[src/rtl/trig_align_pkg.sv]
// Shared constants, sync-state encoding and the slot-to-SURF mapping
// used by the SURF trigger alignment front end.
package trig_align_pkg;

    localparam int CYCLE_LEN_DEF   = 8;
    localparam int LOCK_CYCLES_DEF = 4;
    localparam int CNT_W           = 16;

    typedef enum logic {
        ST_UNSYNC = 1'b0,
        ST_SYNC   = 1'b1
    } sync_state_e;

    function automatic int real_index(input int t, input int s, input int real_per_tio);
        return t * real_per_tio + s;
    endfunction

endpackage

[src/rtl/trig_phase_tracker.sv]
// Command-phase tracker: position counter, sync/lock/phase-error logic and
// the trigger-word strobe with its word index.
module trig_phase_tracker
    import trig_align_pkg::*;
#(
    parameter  int CYCLE_LEN       = CYCLE_LEN_DEF,
    parameter  int WORDS_PER_CYCLE = 2,
    parameter  int LOCK_CYCLES     = LOCK_CYCLES_DEF,
    localparam int PW              = $clog2(CYCLE_LEN),
    localparam int WW              = (WORDS_PER_CYCLE > 1) ? $clog2(WORDS_PER_CYCLE) : 1
) (
    input  logic          sysclk_i,
    input  logic          sysclk_rstn_i,
    input  logic          sysclk_phase_i,
    input  logic [PW-1:0] offset_i,
    output logic          strobe,
    output logic [WW-1:0] word,
    output logic          pos0,
    output logic          phase_err,
    output logic          locked,
    output sync_state_e   state
);

    localparam int STEP = CYCLE_LEN / WORDS_PER_CYCLE;
    localparam int SW   = $clog2(STEP);
    localparam int LW   = $clog2(LOCK_CYCLES + 1);
    localparam logic [PW-1:0] STEP_MASK = PW'(STEP - 1);

    logic [PW-1:0] pos_q;
    logic [PW-1:0] cur_pos;
    logic [PW-1:0] rel_pos;
    logic [LW-1:0] lock_cnt_q;
    logic [LW-1:0] lock_cnt_d;
    logic          sync_now;
    logic          good;
    sync_state_e   state_q;

    // pos_q is the predicted position; a phase pulse forces the current one to 0
    assign sync_now  = (state_q == ST_SYNC);
    assign cur_pos   = sysclk_phase_i ? '0 : pos_q;
    assign rel_pos   = cur_pos - offset_i;
    assign pos0      = (cur_pos == '0);
    assign phase_err = sync_now && (sysclk_phase_i ? (pos_q != '0) : (pos_q == '0));
    assign good      = sysclk_phase_i && !phase_err;
    assign strobe    = sync_now && ((rel_pos & STEP_MASK) == '0);
    assign word      = WW'(rel_pos >> SW);
    assign state     = state_q;

    always_comb begin
        lock_cnt_d = lock_cnt_q;
        if (phase_err) begin
            lock_cnt_d = '0;
        end else if (good && (lock_cnt_q < LW'(LOCK_CYCLES))) begin
            lock_cnt_d = lock_cnt_q + 1'b1;
        end
    end

    always_ff @(posedge sysclk_i) begin
        if (!sysclk_rstn_i) begin
            state_q    <= ST_UNSYNC;
            pos_q      <= '0;
            lock_cnt_q <= '0;
            locked     <= 1'b0;
        end else begin
            pos_q      <= cur_pos + 1'b1;
            lock_cnt_q <= lock_cnt_d;
            locked     <= (lock_cnt_d >= LW'(LOCK_CYCLES));
            case (state_q)
                ST_UNSYNC: if (sysclk_phase_i) state_q <= ST_SYNC;
                default:   state_q <= ST_SYNC;
            endcase
        end
    end

endmodule

[src/rtl/trig_surf_align.sv]
// SURF trigger-link front end: compacts populated slots, applies the
// cycle-aligned mask, registers strobed words and tracks misalignment.
module trig_surf_align
    import trig_align_pkg::*;
#(
    parameter  int NTIO            = 4,
    parameter  int SLOTS_PER_TIO   = 8,
    parameter  int REAL_PER_TIO    = 7,
    parameter  int DW              = 16,
    parameter  int CYCLE_LEN       = CYCLE_LEN_DEF,
    parameter  int WORDS_PER_CYCLE = 2,
    parameter  int LOCK_CYCLES     = LOCK_CYCLES_DEF,
    localparam int NREAL           = NTIO * REAL_PER_TIO,
    localparam int NSLOT           = NTIO * SLOTS_PER_TIO,
    localparam int PW              = $clog2(CYCLE_LEN),
    localparam int WW              = (WORDS_PER_CYCLE > 1) ? $clog2(WORDS_PER_CYCLE) : 1
) (
    input  logic                sysclk_i,
    input  logic                sysclk_rstn_i,
    input  logic                sysclk_phase_i,
    input  logic [PW-1:0]       offset_i,
    input  logic [NREAL-1:0]    mask_i,
    input  logic                mask_update_i,
    input  logic                err_clr_i,
    input  logic [NSLOT*DW-1:0] trig_dat_i,
    input  logic [NSLOT-1:0]    trig_dat_valid_i,
    output logic [NREAL*DW-1:0] trig_dat_o,
    output logic                trig_valid_o,
    output logic [WW-1:0]       trig_word_o,
    output logic                turf_trigger_ce_o,
    output logic                locked_o,
    output logic                phase_err_o,
    output logic [NREAL-1:0]    align_err_o,
    output logic [CNT_W-1:0]    align_err_count_o
);

    logic              strobe;
    logic              pos0;
    logic              phase_err_now;
    logic              sync;
    logic [WW-1:0]     word;
    sync_state_e       state;
    logic [NREAL-1:0]  shadow_q;
    logic [NREAL-1:0]  active_q;
    logic [NREAL-1:0]  eff_mask;
    logic [NREAL-1:0]  mis;
    logic [NREAL*DW-1:0] dat_masked;

    trig_phase_tracker #(
        .CYCLE_LEN       (CYCLE_LEN),
        .WORDS_PER_CYCLE (WORDS_PER_CYCLE),
        .LOCK_CYCLES     (LOCK_CYCLES)
    ) u_tracker (
        .sysclk_i       (sysclk_i),
        .sysclk_rstn_i  (sysclk_rstn_i),
        .sysclk_phase_i (sysclk_phase_i),
        .offset_i       (offset_i),
        .strobe         (strobe),
        .word           (word),
        .pos0           (pos0),
        .phase_err      (phase_err_now),
        .locked         (locked_o),
        .state          (state)
    );

    assign sync = (state == ST_SYNC);

    // The shadow mask only moves into use at position 0, so a cycle never sees a split mask
    assign eff_mask = pos0 ? (mask_update_i ? mask_i : shadow_q) : active_q;

    for (genvar t = 0; t < NTIO; t++) begin : g_tio
        for (genvar s = 0; s < SLOTS_PER_TIO; s++) begin : g_slot
            localparam int P = t * SLOTS_PER_TIO + s;
            if (s < REAL_PER_TIO) begin : g_real
                localparam int R = real_index(t, s, REAL_PER_TIO);
                assign dat_masked[R*DW +: DW] = eff_mask[R] ? '0 : trig_dat_i[P*DW +: DW];
                assign mis[R] = sync && !strobe && !eff_mask[R] && trig_dat_valid_i[P];
            end else begin : g_empty
                logic unused_slot;
                assign unused_slot = ^{trig_dat_i[P*DW +: DW], trig_dat_valid_i[P]};
            end
        end
    end

    always_ff @(posedge sysclk_i) begin
        if (!sysclk_rstn_i) begin
            shadow_q          <= '1;
            active_q          <= '1;
            trig_dat_o        <= '0;
            trig_valid_o      <= 1'b0;
            trig_word_o       <= '0;
            turf_trigger_ce_o <= 1'b0;
            phase_err_o       <= 1'b0;
            align_err_o       <= '0;
            align_err_count_o <= '0;
        end else begin
            if (mask_update_i) shadow_q <= mask_i;
            active_q          <= eff_mask;
            trig_valid_o      <= strobe;
            turf_trigger_ce_o <= strobe;
            if (strobe) begin
                trig_dat_o  <= dat_masked;
                trig_word_o <= word;
            end
            // A fresh error in the clearing cycle survives the clear
            phase_err_o <= phase_err_now | (phase_err_o & ~err_clr_i);
            align_err_o <= mis | (align_err_o & {NREAL{~err_clr_i}});
            if (err_clr_i) begin
                align_err_count_o <= {{(CNT_W-1){1'b0}}, |mis};
            end else if ((|mis) && (align_err_count_o != '1)) begin
                align_err_count_o <= align_err_count_o + 1'b1;
            end
        end
    end

endmodule

[config.mk]
export PLATFORM = sky130hd
export DESIGN_NAME = trig_surf_align
export DESIGN_NICKNAME = d
export VERILOG_FILES = /design/src/rtl/trig_align_pkg.sv /design/src/rtl/trig_phase_tracker.sv /design/src/rtl/trig_surf_align.sv
export SDC_FILE = /design/constraint.sdc
export NUM_CORES = 1
export LEC_CHECK = 0
export CAP_MARGIN = 20
export CORE_AREA = 2 2 423 425
export DETAILED_ROUTE_END_ITERATION = 8
export DIE_AREA = 0 0 425 427
export HOLD_SLACK_MARGIN = 0.15
export SETUP_SLACK_MARGIN = 0.02
export SYNTH_ARGS = -nofsm -noshare
export SYNTH_HDL_FRONTEND = slang
export SYNTH_SLANG_ARGS = --single-unit
[constraint.sdc]
create_clock -name sysclk_i -period 4.8 [get_ports sysclk_i]
set_clock_uncertainty 0.2 [all_clocks]
set_input_delay 1.44 -clock sysclk_i [delete_from_list [all_inputs] [get_ports sysclk_i]]
set_output_delay 1.44 -clock sysclk_i [all_outputs]
set_load 0.02 [all_outputs]
# ---- After elaboration in Yosys (flattened, before gate mapping)
# Index checks and enable logic that the tools add are counted.
dict set report op_classes {
  bitwise 6
  add_sub_neg 4
  eq_ne 1
  reduce_logical 99
  mux 38
  order_cmp 2
}
# operator n
set ops {}
lappend ops {{two-way mux 16 bit} 28}
lappend ops {{logical AND 1 bit} 62}
lappend ops {{two-way mux 28 bit} 2}
lappend ops {{zero test 1 bit} 30}
lappend ops {{AND 28 bit} 1}
lappend ops {{OR 28 bit} 1}
lappend ops {{OR reduction 28 bit} 1}
lappend ops {{adder 16 x 1 -> 16 bit, second input constant} 1}
lappend ops {{!= test 16 bit, second input constant} 1}
lappend ops {{zero test 3 bit} 3}
lappend ops {{two-way mux 3 bit} 3}
lappend ops {{adder 3 x 1 -> 3 bit, second input constant} 2}
lappend ops {{two-way mux 1 bit} 5}
lappend ops {{>= comparator 3 bit, second input constant} 1}
lappend ops {{less-than comparator 3 bit, second input constant} 1}
lappend ops {{nonzero test 3 bit} 1}
lappend ops {{subtractor 3 bit} 1}
lappend ops {{NOT 1 bit} 2}
lappend ops {{nonzero test 2 bit} 1}
lappend ops {{OR reduction 2 bit} 1}
lappend ops {{AND 1 bit} 1}
lappend ops {{OR 1 bit} 1}
dict set report totals {
  ff_bits 559
  output_inout_bits 497
  inputBits 580
  wordCells 163
}

# ---- Depth between registers and ports, before layout
# Gate-level depths: netlist of the first run.
dict set report logic_depth {
  depth_word 12
  ltp_mapped 12
  ltp_nobuf 9
}

# ---- Cells and area by module
# From an unflattened synthesis of the first run, not the netlist that was laid out.
dict set report hier_totals {
  cells_unflattened 1554
  hier_area_um2 18187.4
}
# module cells_per_inst n_inst area_per_inst_um2 seq_area_each_um2
set by_module_without_submodules {}
lappend by_module_without_submodules {trig_surf_align 1515 1 17795.8 11030.6}
lappend by_module_without_submodules {trig_phase_tracker 39 1 391.6 140.1}

# ---- Least setup slack after synthesis of the first run
# OpenSTA, ideal clock, no wires.
dict set report synth_timing {
  path_kind {input to register}
  startpoint {input sysclk_phase_i}
  endpoint {register align_err_count_o[8]}
  setup_ns 0.116
  stages 12
  path_slack_ns 1.021
  t_arrival_ns 3.463
  n_path_buf 3
  t_required_ns 4.484
  path_cell_list {nand2b_1 -> ha_1 -> buf_2 -> clkbuf_1 -> and3_1 -> o21ai_1 -> o2111ai_1 -> nor4_2 -> a41o_1 -> buf_6 -> nor2_2 -> a41o_1}
}
dict set report synth_via {
  elab_chain_len 10
  word_cells_on_any_way 94
  classes_between {add/sub (1); mux (2); reduce/logical (91)}
}
# element line_no
set synth_lines {}
lappend synth_lines {{start: declaration} trig_surf_align.sv:20} ;# input logic sysclk_phase_i,
lappend synth_lines {{two-way mux 3 bit (*)} trig_phase_tracker.sv:40} ;# assign cur_pos = sysclk_phase_i ? '0 : pos_q;
lappend synth_lines {{subtractor 3 bit} trig_phase_tracker.sv:41} ;# assign rel_pos = cur_pos - offset_i;
lappend synth_lines {{zero test 3 bit} trig_phase_tracker.sv:45} ;# assign strobe = sync_now && ((rel_pos & STEP_MASK) == '0);
lappend synth_lines {{logical AND 1 bit} trig_phase_tracker.sv:45}
lappend synth_lines {{zero test 1 bit} trig_surf_align.sv:77} ;# assign mis[R] = sync && !strobe && !eff_mask[R] && trig_dat_valid_i[P];
lappend synth_lines {{logical AND 1 bit (3 in series)} trig_surf_align.sv:77}
lappend synth_lines {{OR reduction 28 bit (*)} trig_surf_align.sv:110} ;# end else if ((|mis) && (align_err_count_o != '1)) begin
lappend synth_lines {{logical AND 1 bit (*)} trig_surf_align.sv:110}
lappend synth_lines {{end signal: assignment} trig_surf_align.sv:109} ;# align_err_count_o <= {{(CNT_W-1){1'b0}}, |mis};
lappend synth_lines {{end signal: assignment} trig_surf_align.sv:111} ;# align_err_count_o <= align_err_count_o + 1'b1;
lappend synth_lines {{end: declaration} trig_surf_align.sv:34} ;# output logic [CNT_W-1:0] align_err_count_o
# Every way passes the cells marked *; elsewhere a longest branch is shown, timed or not.
# A chain may end at the register's enable or synchronous reset.

# ---- Final worst setup path of the first run
dict set report layout_timing {
  startpoint {input sysclk_phase_i}
  endpoint {register align_err_count_o[1]}
}
# The elaborated chain is that of the path after synthesis.

==> key figures, run 1 <==
Logic synthesis
  – Synth Area in Simple Gates: 5.90%
  – Synth Area in Adders: 0.416%
  – Post-Syn Instances: 1542
  – Ys flop type: dfxtp_1
  – Post-synth EDFFs: 0
  – Flops & latches, synth: 558
  – Ys Warns: 0
  – Post-synthesis average cell area: 11.7 um2
  – Syn Std Cell Area: 0.0181 mm2
  – Post-synthesis mux area share: 1.66%
  – Largest family of logic cells by synthesized area: compound AO/OA/AOI/OAI gates
  – Synth Area in XOR/XNOR: 0.242%
  – Compound-Gate Fraction of Synth Area: 26.6%
  – Register area share after synthesis: 61.8%
  – Syn_nets: 2128
  – Synth cell types: 55
  – Ys async rst share: 0%

Routing
  – Drt total wl: 140000 um
  – Via count: 17900
  – # DRC: 0
  – Vias per inst: 3.59
  – First DRT Iteration DRCs: 1091
  – Routed Antenna Nets: 0
  – First-pass DRT Iterations: 7
  – Wirelength per Cell: 28.1 um

Die
  – Die ar.: 0.181 mm2
  – Core footprint: 0.177 mm2
  – Standard-cell rows: 155
  – Initial Utilization: 10.2%
  – Top Ports: 1077
  – Die height: 427 um
  – Die X: 425 um

Finish
  – Commonest cells after routing, fill and taps aside: clkdlybuf4s50_1 (1006), dfxtp_1 (558), a22o_1 (448)
  – Area Growth Syn to Fin: 86.2%
  – Fin area: 0.0336 mm2
  – # nets final: 3135
  – Most common cell after layout, fill and taps aside: clkdlybuf4s50_1
  – Share of post-route cells with drive strength above 1: 7.38%
  – Post-route insts no fill: 4981

Setup path
  – Worst path arrival time: 4570 ps
  – Nature of the critical path endpoint: register
  – Worst Path Required: 5180 ps
  – Max FO, Critical Path: 33
  – Worst path max stage delay: 540 ps
  – CP bufs+invs: 5
  – Setup Crit Path Kind: in2reg
  – Crit-path cells: clkdlybuf4s50_1 -> nand2b_1 -> ha_2 -> buf_12 -> a21oi_1 -> o21ai_1 -> o2111ai_1 -> nor4_2 -> buf_4 -> a41o_1 -> buf_12 -> nor2_2 -> buf_4 -> o21ai_1
  – Crit path launch type: input pin
  – Crit-path slowest cell: clkdlybuf4s50_1
  – Critical path's top delay family: buffers and inverters

Global route
  – Largest net degree at the start of global routing: 109
  – Vias in the first global route: 17200
  – Initial antenna violation count: 156
  – Total GRT Usage: 14.7%
  – Global-route wire length before repair: 175000 um
  – Remaining Overflow, GRT: 0

Clock network
  – Post-CTS setup buffers: 0
  – Clock tree buffer depth: 3
  – # hold bufs at CTS: 0
  – Clock insertion delay at the later pin of the skew report: 670 ps
  – Clock sinks: 558
  – TritonCTS Buffers: 75
  – Resize count post-CTS: 0
  – CTS tree: done
  – H-tree levels: 3
  – Root buffer cell: clkbuf_16
  – CTS clock-pin slew for the worst setup and hold paths: 60 ps

STA
  – Setup TNS: 0 ps
  – Slew margin rel.: 27.0%
  – Fin crit share: 87.2%
  – Max-slew violation count: 0
  – Final Hold Viols: 0
  – Worst Tran Pin Value: 1090 ps
  – RSZ-0062 raised after global routing: no
  – Final setup fails: 0
  – Crit path time final: 4180 ps
  – Achievable frequency: 239 MHz

Power
  – Pleak: 12.2 nW
  – PD cells: 351 mW/mm2
  – VDD IR-drop max: 0.241 mV

Min path
  – Class of the worst hold path: reg2reg

Place
  – Gpl congestion: 0.877
  – Final HPWL DP: 116000 um
  – Number of instances in the placed design: 4827
  – PortBufs: 1008
  – Placed cell area: 0.0311 mm2

Job
  – Max Cap Viol: 0

Run status
  – Status: completed
[cell type report]
| type | instances | area [um2] |
|---|---|---|
| Fill cell | 19400 | 144000 |
| Sequential cell | 558 | 11200 |
| Timing Repair Buffer | 1055 | 10600 |
| Multi-Input combinational cell | 847 | 6300 |
| Tap cell | 2355 | 2950 |
| Clock buffer | 99 | 2110 |
| Clock inverter | 32 | 422 |
| Antenna cell | 23 | 57.6 |
| Inverter | 12 | 45.0 |
[power breakdown]
group / switching (W) / total [W] / internal, W
logic: 0.000508 / 0.00111 / 0.000599
clock network: 0.00236 / 0.00593 / 0.00357
registers: 0.0000471 / 0.00477 / 0.00473
[worst paths after layout]
check	startpoint	slack (ps)	cells after the start	endpoint
max	sysclk_phase_i	620	14	align_err_count_o[1]
min	align_err_o[14]	250	2	align_err_o[14]
max reg2reg	align_err_count_o[2]	1590	8	align_err_count_o[13]
min reg2reg	align_err_o[14]	250	2	align_err_o[14]
[sequential cells by signal, indices dropped and copies added (netlist names)]
register / cells
trig_dat_o: 448
active_q: 28
align_err_o: 28
shadow_q: 28
align_err_count_o: 16
u_tracker.lock_cnt_q: 3
u_tracker.pos_q: 3
phase_err_o: 1
trig_word_o: 1
turf_trigger_ce_o: 1
u_tracker.state: 1
[worst min-delay path, stage by stage, from the launching register on]
cell,delay [ps]
dfxtp_1,320
nand2_1,50
o21ai_0,50
[cells in the mapped netlist (all sizes together) (5+ instances only)]
cell | number | share of area (%)
nor2 | 25 | 0.53
nand2b | 7 | 0.28
nand2 | 87 | 1.8
nand4 | 15 | 0.52
o21a | 12 | 0.50
dfxtp | 558 | 62
ha | 6 | 0.42
o21ai | 66 | 1.9
and3 | 23 | 0.80
or4 | 5 | 0.21
buf | 20 | 0.96
clkbuf | 105 | 2.2
a22o | 448 | 22
mux2i | 30 | 1.7
and2 | 20 | 0.72
nand3 | 9 | 0.25
or2 | 11 | 0.38
inv | 11 | 0.23
a21oi | 41 | 1.2
[per-layer routing]
layer  vias up  GRT usage [%]  routed length, um
li1       7869              -                  -
met1      8733           15.1              48800
met2       915           23.5              65100
met3       362           10.3              21100
met4        16           5.50               4800
met5         -              0                 90
[logic make-up (layout without fill, tap and decap cells)]
family	Yosys count	after routing
AO/OA/AOI/OAI	594	594
multiplexers	30	30
XOR/XNOR	5	5
adder cells (fa/ha/maj)	6	6
buffers and inverters	137	1198
AND/OR/NAND/NOR	212	212
flip-flops	558	558
other	0	23
[per-stage QoR]
step                power (W)  util, %  setup WS (ps)  hold slack (ps)
global route           0.0123     19.0            537              281
detailed placement    0.00598     17.5          -17.4              243
floorplan             0.00522        -           1020              232
finish                 0.0118     19.0            616              250
global placement      0.00598     17.5          -31.7              240
CTS                    0.0120     18.9            700              255
No activity file was read; power rests on OpenSTA's default activity.
==> run 2, diff against run 1 <==
--- a/config.mk
+++ b/config.mk
@@ -9,6 +9,7 @@
 export CORE_AREA = 2 2 423 425
 export DETAILED_ROUTE_END_ITERATION = 8
 export DIE_AREA = 0 0 425 427
+export GPL_TIMING_DRIVEN = 0
 export HOLD_SLACK_MARGIN = 0.15
 export SETUP_SLACK_MARGIN = 0.02
 export SYNTH_ARGS = -nofsm -noshare
==> key figures, run 2 (synthesis gave the netlist of run 1 again) <==
Clock network
  – Root buffer cell: clkbuf_16
  – TritonCTS Buffers: 71 (-5.3%)
  – Clock insertion delay at the later pin of the skew report: 700 ps (+30 ps)
  – Clock sinks: 558 (unchanged)
  – CTS tree: done
  – CTS clock-pin slew for the worst setup and hold paths: 60 ps (about the same)
  – # hold bufs at CTS: 0 (unchanged)
  – H-tree levels: 3 (unchanged)
  – Clock tree buffer depth: 3 (unchanged)

Die
  – Standard-cell rows: 155 (unchanged)
  – Top Ports: 1077 (unchanged)
  – Core footprint: 0.177 mm2 (unchanged)
  – Die height: 427 um (unchanged)
  – Die X: 425 um (unchanged)
  – Die ar.: 0.181 mm2 (unchanged)
  – Initial Utilization: 10.2% (unchanged)

Setup path
  – Worst Path Required: 5170 ps (about the same)
  – Setup Crit Path Kind: in2reg
  – R2R setup slack: 1340 ps (-250 ps)
  – Worst path arrival time: 4980 ps (+410 ps)
  – Worst r2r src: u_tracker.pos_q[0]
  – Crit-path cells: clkdlybuf4s50_1 -> nand2b_1 -> ha_1 -> buf_2 -> buf_2 -> a21oi_1 -> o21ai_2 -> nand4_1 -> nor4_4 -> buf_4 -> a41o_1 -> buf_6 -> nor2_2 -> a41o_1
  – Worst r2r dst: align_err_count_o[8]
  – Reg2reg path depth: 13 (+5)
  – Crit path launch type: input pin
  – Max FO, Critical Path: 10 (-70%)
  – Crit-path slowest cell: clkdlybuf4s50_1
  – Crit path to: align_err_count_o[8]
  – Worst path max stage delay: 610 ps (+70 ps)
  – CP startpoint: sysclk_phase_i
  – Nature of the critical path endpoint: register

Finish
  – Fin area: 0.0335 mm2 (-0.35%)
  – Finished Core Util: 18.9% (-0.067 points)
  – Commonest cells after routing, fill and taps aside: clkdlybuf4s50_1 (1006), dfxtp_1 (558), a22o_1 (448)
  – Most common cell after layout, fill and taps aside: clkdlybuf4s50_1
  – # nets final: 3206 (+2.3%)
  – FF+latch area: 0.0112 mm2 (unchanged)
  – FILL cells: 19500 (+0.28%)
  – Share of post-route cells with drive strength above 1: 6.37% (-1.0 points)
  – Largest register FFs: 448 (unchanged)
  – Multi-input gate area: 0.00630 mm2 (about the same)
  – Area Growth Syn to Fin: 85.6%
  – Largest Register: trig_dat_o

STA
  – Final Hold Viols: 0 (unchanged)
  – Achievable frequency: 217 MHz (-9.2%)
  – Max-slew violation count: 0 (unchanged)
  – RSZ-0062 raised after global routing: no
  – Crit path time final: 4610 ps (+425 ps)
  – Worst setup margin: 191 ps (-425 ps)
  – Worst Tran Pin Value: 1010 ps (-79.7 ps)
  – Slew margin rel.: 32.1% (+5.1 points)
  – Fin crit share: 96.0% (+8.8 points)
  – Final setup fails: 0 (unchanged)

Routing
  – Wirelength per Cell: 28.8 um (+2.6%)
  – Routed Antenna Nets: 0 (unchanged)
  – First DRT Iteration DRCs: 1126 (+3.2%)
  – Vias per inst: 3.57 (-0.62%)
  – # DRC: 0 (unchanged)
  – First-pass DRT Iterations: 7 (unchanged)
  – Via count: 18000 (+0.48%)
  – Drt total wl: 145000 um (+3.8%)

Global route
  – Largest net degree at the start of global routing: 17 (-84%)
  – Global-route wire length before repair: 180000 um (+2.6%)
  – Remaining Overflow, GRT: 0 (unchanged)
  – Total GRT Usage: 15.2% (+0.52 points)
  – Vias in the first global route: 17300 (+0.59%)
  – Initial antenna violation count: 104 (-33%)

Power
  – Sequential Power Share: 41.5% (+1.1 points)
  – Switching pwr: 0.00297 W (+1.9%)
  – Pleak: 12.1 nW (-0.85%)
  – VDD IR-drop max: 0.249 mV (+3.1%)
  – Switch share: 25.8% (+1.1 points)
  – Pint: 0.00855 W (-3.8%)
  – PD cells: 344 mW/mm2 (-2.1%)
  – Clock Power Share: 48.5% (-1.7 points)
  – Combinational power share: 10.0% (+0.6 points)

Min path
  – HP Start: align_err_o[14]
  – Class of the worst hold path: reg2reg

Place
  – Dpl ws: -1370 ps (-1350 ps)
  – PortBufs: 1006 (-0.20%)
  – Final HPWL DP: 124000 um (+7.3%)
  – Placed cell area: 0.0311 mm2 (+0.17%)
  – Gpl congestion: 0.881 (+0.44%)

Job
  – Max Cap Viol: 0 (unchanged)

Run status
  – Status: completed
-- run 2: cell count changes in the layout (fill, tap and decap cells not counted), sizes merged --
cell      delta
inv          +1
diode       -12
bufinv       -4
clkinv       -5
buf         -26
clkbuf     +100
clkinvlp     +1
-- run 2: how the worst min path moves through the flow --
stage / cells past startpoint / slack [ps] / to
CTS: 2 / 260 / align_err_o[14]
detailed placement: 2 / 240 / align_err_o[14]
global route: 2 / 280 / align_err_o[0]
floorplan: 2 / 230 / shadow_q[0]
global placement: 2 / 240 / align_err_o[16]
finish: 2 / 250 / align_err_o[14]
-- run 2: metal layers --
metal  part of all wire [%]  global-route usage (%)  up-vias
li1                       -                       -     7987
met1                     37                    16.9     8859
met2                     48                    24.8      844
met3                     12                    8.04      267
met4                    2.9                    5.04       24
met5                   0.21                   0.688        -
-- run 2: cell type report --
type | instances | share of cell area [%]
Antenna cell | 11 | 0.0821
Buffer | 121 | 1.70
Clock buffer | 98 | 6.06
Clock inverter | 25 | 0.974
Inverter | 12 | 0.134
Multi-Input combinational cell | 847 | 18.8
Sequential cell | 558 | 33.3
Tap cell | 2355 | 8.79
Timing Repair Buffer | 1009 | 30.1
-- run 2: metrics by stage --
stage | TNS (ps) | hold WS (ps) | power (W) | std cells
CTS | 0 | 257 | 0.0117 | 5027
global route | 0 | 278 | 0.0119 | 5032
finish | 0 | 254 | 0.0115 | 5036
floorplan | 0 | 232 | 0.00522 | 1542
global placement | -404850 | 238 | 0.00602 | 4903
detailed placement | -261860 | 244 | 0.00603 | 4905
-- run 2: worst max-delay path, delay by kind of cell --
kind | cells | cell delay, ps
adder cells (fa/ha/maj) | 1 | 190
AND/OR/NAND/NOR | 4 | 830
buffers and inverters | 5 | 1550
AO/OA/AOI/OAI | 4 | 950
-- run 2: power groups by stage --
stage / logic, W / registers (W) / clock network (W)
final: 0.00115 / 0.00478 / 0.00559
after CTS: 0.00116 / 0.00478 / 0.00576
after global placement: 0.00115 / 0.00488 / 0
after floorplan: 0.000278 / 0.00494 / 0
after global routing: 0.00122 / 0.00479 / 0.00591
after detailed placement: 0.00115 / 0.00488 / 0
-- run 2: timing repair --
| action | CTS | global route |
|---|---|---|
| endpoints found under the setup margin | 158 | 145 |
| setup buffers | 0 | 1 |
| pin swaps | 0 | 1 |
| resized for setup | 10 | 22 |
==> run 3, diff against run 2 <==
==> constraint.sdc (replaced) <==
create_clock -name sysclk_i -period 4.8 [get_ports sysclk_i]
set_clock_uncertainty 0.2 [all_clocks]
set_input_delay 1.44 -clock sysclk_i [delete_from_list [all_inputs] [get_ports sysclk_i]]
set_output_delay 1.44 -clock sysclk_i [all_outputs]
set_load 0.005 [all_outputs]
==> results of run 3 <==
The final DEF is identical to that of run 2. Status: completed.
==> RTL edit 1: new RTL, config.mk and constraints of run 2 <==
Reset style: asynchronous (`sysclk_rstn_i`), changed in 2 clocked blocks.
--- a/src/rtl/trig_phase_tracker.sv
+++ b/src/rtl/trig_phase_tracker.sv
@@ -56,5 +56,5 @@
     end
 
-    always_ff @(posedge sysclk_i) begin
+    always_ff @(posedge sysclk_i or negedge sysclk_rstn_i) begin
         if (!sysclk_rstn_i) begin
             state_q    <= ST_UNSYNC;
--- a/src/rtl/trig_surf_align.sv
+++ b/src/rtl/trig_surf_align.sv
@@ -83,5 +83,5 @@
     end
 
-    always_ff @(posedge sysclk_i) begin
+    always_ff @(posedge sysclk_i or negedge sysclk_rstn_i) begin
         if (!sysclk_rstn_i) begin
             shadow_q          <= '1;
Check against the original RTL: differs if sysclk_rstn_i is asserted again (counterexample within 4 cycles, from zero or initial values and one cycle with sysclk_rstn_i low); with sysclk_rstn_i held inactive, the same outputs for 4 cycles.
==> RTL edit 1 against run 2 <==
  * Sequential cell count unchanged
  * Final area grew 15%
  * First-iteration DRC count rose by 22%
  * Critical endpoint is now trig_dat_o[195]
  * Register-to-register slack lost 0.18 ns
  * Critical path depth fell by 3
  * Area after synthesis rose by 24%
  * Setup slack improved by 0.097 ns
  * Wire length up 7.1%
  * Highest routed layer unchanged
Power is not compared: it rests on default switching activity, and its combinational part moved more than twofold at a synthesized area within 25%.
==> RTL edit 1: results (changes against run 2) <==
The terminating pin of the worst hold path is trig_dat_o[341]. The multi-input combinational cell count is 1,623 (+92%), and the data arrival time of the critical path is 4.91 ns (-0.07 ns). The number of buffers added by the clock tree synthesis step is 77 (+8.5%), and the proportion of cell area occupied by multi-input gates is 19.8% (+0.99 points). Yosys attributes the largest share of cell area to sky130_fd_sc_hd__dfrtp_1, sky130_fd_sc_hd__nand2_1, sky130_fd_sc_hd__o21ai_0. The post-place instance area is 35,700 um^2 (+15%). Number of input and output port buffers inserted: 1,007 (+0.099%).

For the post-placement worst setup slack, the log shows -3.11 ns (-1.75 ns). The tools report the worst setup path endpoint as trig_dat_o[195]. The number of buffers outside the clock class in the layout is 1,185 (+4.9%).

For the number of antenna violations at the first check in global routing, the log shows 53 (-49%). The total instance count after detailed placement was 5,746 (+17%). The logs give 0.272 mV for the worst voltage drop across the vdd grid and 22,500 (+25%) for the detailed-route via count. The worst hold path begins at trig_dat_o[341].

The proportion of layout cells with a drive suffix above 1 came out at 8.14% (+1.8 points). The critical-path cell with the highest stage delay was sky130_fd_sc_hd__clkbuf_1. The buffers inserted during post-CTS setup optimization is 7 (+7), and the mean instance size in the synthesized netlist is 9.45 um^2 (-19%). The count of clock-net buffers in the final layout was 103 (+5.1%); the total number of nets in the final design was 4,061 (+27%).

The flow ran to the end, and the final reports show no timing, DRC or antenna violations. The run gives 19 (+8) as the count of antenna diodes in the layout. In this run the critical register-to-register path is launched from u_tracker.pos_q[1]. The routed wire length is 155 mm (+7.1%), and the share of the synthesized netlist area taken by xor and xnor gates is 0.196% (-0.046 points).

The run gives 43 (+33) as the count of instances resized after the clock tree is built. The buffering overhead is 28.9% (-2.9 points). The share of async-settable or async-resettable flops after synthesis was 100% (+100 points). The final standard cell count with taps included and fillers excluded was 5,911 (+17%). The register fraction of the total cell area was 36.3% (+3.0 points). Counting instances in the post-synthesis netlist gives the leading cell types as sky130_fd_sc_hd__nand2_1, sky130_fd_sc_hd__dfrtp_1, sky130_fd_sc_hd__o21ai_0. The final period utilization is 94.0% (-2.0 points), and the total global routing track utilization is 16.5% (+1.3 points). The tools report the largest net degree at the start of global routing as 108 (+91). The endpoint of the most critical register-to-register path was align_err_count_o[8]. The post-synthesis adder-cell area fraction works out to 0.370% (-0.046 points). For the number of distinct library cells after synthesis, the log shows 51 (-7.3%).

Worst hold slack: 0.276 ns (+0.0221 ns). The final standard cell area without fillers is 38,600 um^2 (+15%). The run gives 1,372 (+22%) as the initial DRC count. The total nets after synthesis was 2,949 (+39%); the multiplexer area fraction after synthesis was 2.10% (+0.44 points). For the headroom to the max-slew limit, the log shows 34.6% (+2.5 points). The synthesized-area fraction occupied by ao, oa, aoi and oai cells is 13.3% (-13 points), and the wire length of the first global-routing pass is 203 mm (+13%). The via count of the first global-routing pass is 22,500 (+30%), and the sequential fraction of the synthesis area is 62.8% (+1.0 points). The reg-to-reg setup timing slack is 1.16 ns (-0.18 ns).
-- RTL edit 1: cell types whose count changed after synthesis, sizes merged, moves of 18 or more --
cell,before,now
a22o,448,0
dfxtp,558,0
dfstp,0,56
nand2,87,911
dfrtp,0,502
clkbuf,105,137
o21ai,66,465
mux2i,30,12
mux2,0,28
o2bb2ai,0,21
inv,11,30
-- RTL edit 1: cells by family (layout without fill, tap and decap cells) --
family,after synthesis,in the layout
buffers and inverters,182,1356
flip-flops,558,558
multiplexers,40,40
AO/OA/AOI/OAI,559,559
XOR/XNOR,5,5
other,0,19
AND/OR/NAND/NOR,1013,1013
adder cells (fa/ha/maj),6,6
-- RTL edit 1: per-layer routing --
metal | up-vias | global-route usage [%] | wire, um
li1 | 10000 | - | -
met1 | 11300 | 18.9 | 58900
met2 | 955 | 27.8 | 76400
met3 | 238 | 6.81 | 15200
met4 | 24 | 5.35 | 4640
met5 | - | 0.767 | 327
==> RTL edit 2: new RTL, config.mk and constraints of run 2 <==
Made on the original files. Set the package constant `CYCLE_LEN_DEF` to 4 (it was 8).
--- a/src/rtl/trig_align_pkg.sv
+++ b/src/rtl/trig_align_pkg.sv
@@ -3,5 +3,5 @@
 package trig_align_pkg;
 
-    localparam int CYCLE_LEN_DEF   = 8;
+    localparam int CYCLE_LEN_DEF   = 4;
     localparam int LOCK_CYCLES_DEF = 4;
     localparam int CNT_W           = 16;
Ports: changed (resized offset_i); port bits go from 1077 to 1076. No check against the original RTL was run, so the function may have changed too.
==> RTL edit 2 against run 2 <==
  * Synthesized cell count up 2.1%
  * Utilization is 0.14 points higher
  * Sequential cell count fell by 1
  * Final area grew 0.72%
  * Cell count increased by 0.91%
  * Area after synthesis barely moved
  * Wire length is 14% lower
  * Total power rose by 4.1%
  * Setup slack worse by 0.0019 ns
==> RTL edit 2: results (changes against run 2) <==
The proportion of layout cells with a drive suffix above 1 was 7.34% (+0.97 points); the proportion of cell area occupied by multi-input gates was 19.0% (+0.17 points). The headroom to the max-slew limit is 29.1% (-3.0 points), and the leakage dissipation is 12.1 nW (+0.31%). The net switching fraction of the power is 27.2% (+1.4 points). The tree is rooted in a sky130_fd_sc_hd__clkbuf_16. The count of clock-net buffers in the final layout was 97 (-1.0%). The final routed wire length divided by cell count was 24.6 um (-15%).

The buffering overhead is 31.9% (+0.044 points), and the worst voltage drop across the vdd grid is 0.206 mV (-17%). The total number of sequential cells came out at 557 (-0.18%). For the initial DRC count, the log shows 1,092 (-3.0%). The number of vias per cell after detailed routing was 3.55 (-0.60%); the register fraction of the total cell area was 33.0% (-0.30 points). The tools report the sequential fraction of the synthesis area as 61.7% (-0.16 points).

Counting instances in the post-synthesis netlist gives the leading cell types as sky130_fd_sc_hd__dfxtp_1, sky130_fd_sc_hd__a22o_1, sky130_fd_sc_hd__clkbuf_1. Largest net degree at the start of global routing: 16 (-1). The tools report the data arrival time of the critical path as 5.02 ns (+0.04 ns). Post-place instance area: 31,200 um^2 (+0.37%). Sorting the synthesized cells by area gives the leading types as sky130_fd_sc_hd__dfxtp_1, sky130_fd_sc_hd__a22o_1, sky130_fd_sc_hd__clkbuf_1. The run finished with clean final reports. The logs give 11,200 um^2 (-0.18%) for the area taken by flip-flops and latches and 2,158 (+1.4%) for the total nets after synthesis. The total number of nets in the final design was 3,239 (+1.0%).

The number of input and output port buffers inserted is 1,005 (-0.099%). Via count of the first global-routing pass: 17,600 (+1.7%). The total global routing track utilization was 13.1% (-2.2 points); the buffer levels on the longest clock path was 3 (unchanged).

The count of antenna diodes in the layout is 14 (+3), and the number of distinct library cells after synthesis is 50 (-9.1%). The biggest cell delay along the critical path works out to 0.50 ns (-0.11 ns). The multi-input combinational cell count was 876 (+3.4%). The number of inverters outside the clock class in the layout was 13 (+1); the clock insertion delay at the later pin of the skew report was 0.67 ns (-0.03 ns). The buffers inserted during post-CTS setup optimization was 1 (+1); the number of fill cells in the layout was 19,400 (-0.32%). Wire length of the first global-routing pass: 160 mm (-11%).

The detailed-router iteration count before antenna repair came out at 5 (-2). The clock network area share was 7.14% (+0.11 points). The tools report the final weighted congestion in routability-driven placement as 0.884 (+0.34%). The number of buffers outside the clock class in the layout is 1,137 (+0.62%), and the count of instances resized after the clock tree is built is 38 (+28). Number of antenna violations at the first check in global routing: 60 (-42%).
RTL edit 2: logic make-up (layout without fill, tap and decap cells):
family,after synthesis,after routing,share of synthesized area [%]
fa+ha+maj,4,4,0.277
simple gates,269,269,6.91
xor+xnor,4,4,0.194
other cells,0,14,0
mux,29,29,1.61
flops,557,557,61.7
buf+inv,142,1280,3.31
compound gates,570,570,26.0
RTL edit 2: path summary, 6_finish.rpt:
| check | start | endpoint | slack, ns | cells past startpoint |
|---|---|---|---|---|
| worst min-delay path | trig_dat_o[255] | trig_dat_o[255] | 0.26 | 2 |
| worst max register to register | u_tracker.pos_q[0] | trig_dat_o[29] | 1.26 | 10 |
| worst min register to register | trig_dat_o[255] | trig_dat_o[255] | 0.26 | 2 |
| worst max-delay path | sysclk_phase_i | trig_dat_o[29] | 0.19 | 11 |
RTL edit 2: layer usage:
metal	up-vias	routed length, um	GRT usage (%)
li1	8089	-	-
met1	8851	46000	14.0
met2	841	59900	21.5
met3	238	13000	6.07
met4	18	6020	6.45
met5	-	111	0
RTL edit 2: power groups by stage:
stage	clock (mW)	combinational, mW	sequential, mW
floorplan	0	0.383	5.10
global placement	0	1.54	4.97
detailed placement	0	1.56	4.97
CTS	5.74	1.58	4.87
global route	5.91	1.65	4.89
finish	5.57	1.56	4.87
RTL edit 2: per-stage QoR:
step                      TNS (ns)  setup slack (ns)  hold WS, ns  total power, mW  std cells
after floorplan                  0             0.857        0.238             5.48       1575
after global placement     -601.44             -1.99        0.241             6.51       4935
after detailed placement   -466.83             -1.82        0.247             6.53       4943
after CTS                        0            0.0326        0.254             12.2       5067
after global routing             0            0.0377        0.268             12.4       5078
final                            0             0.189        0.257             12.0       5082
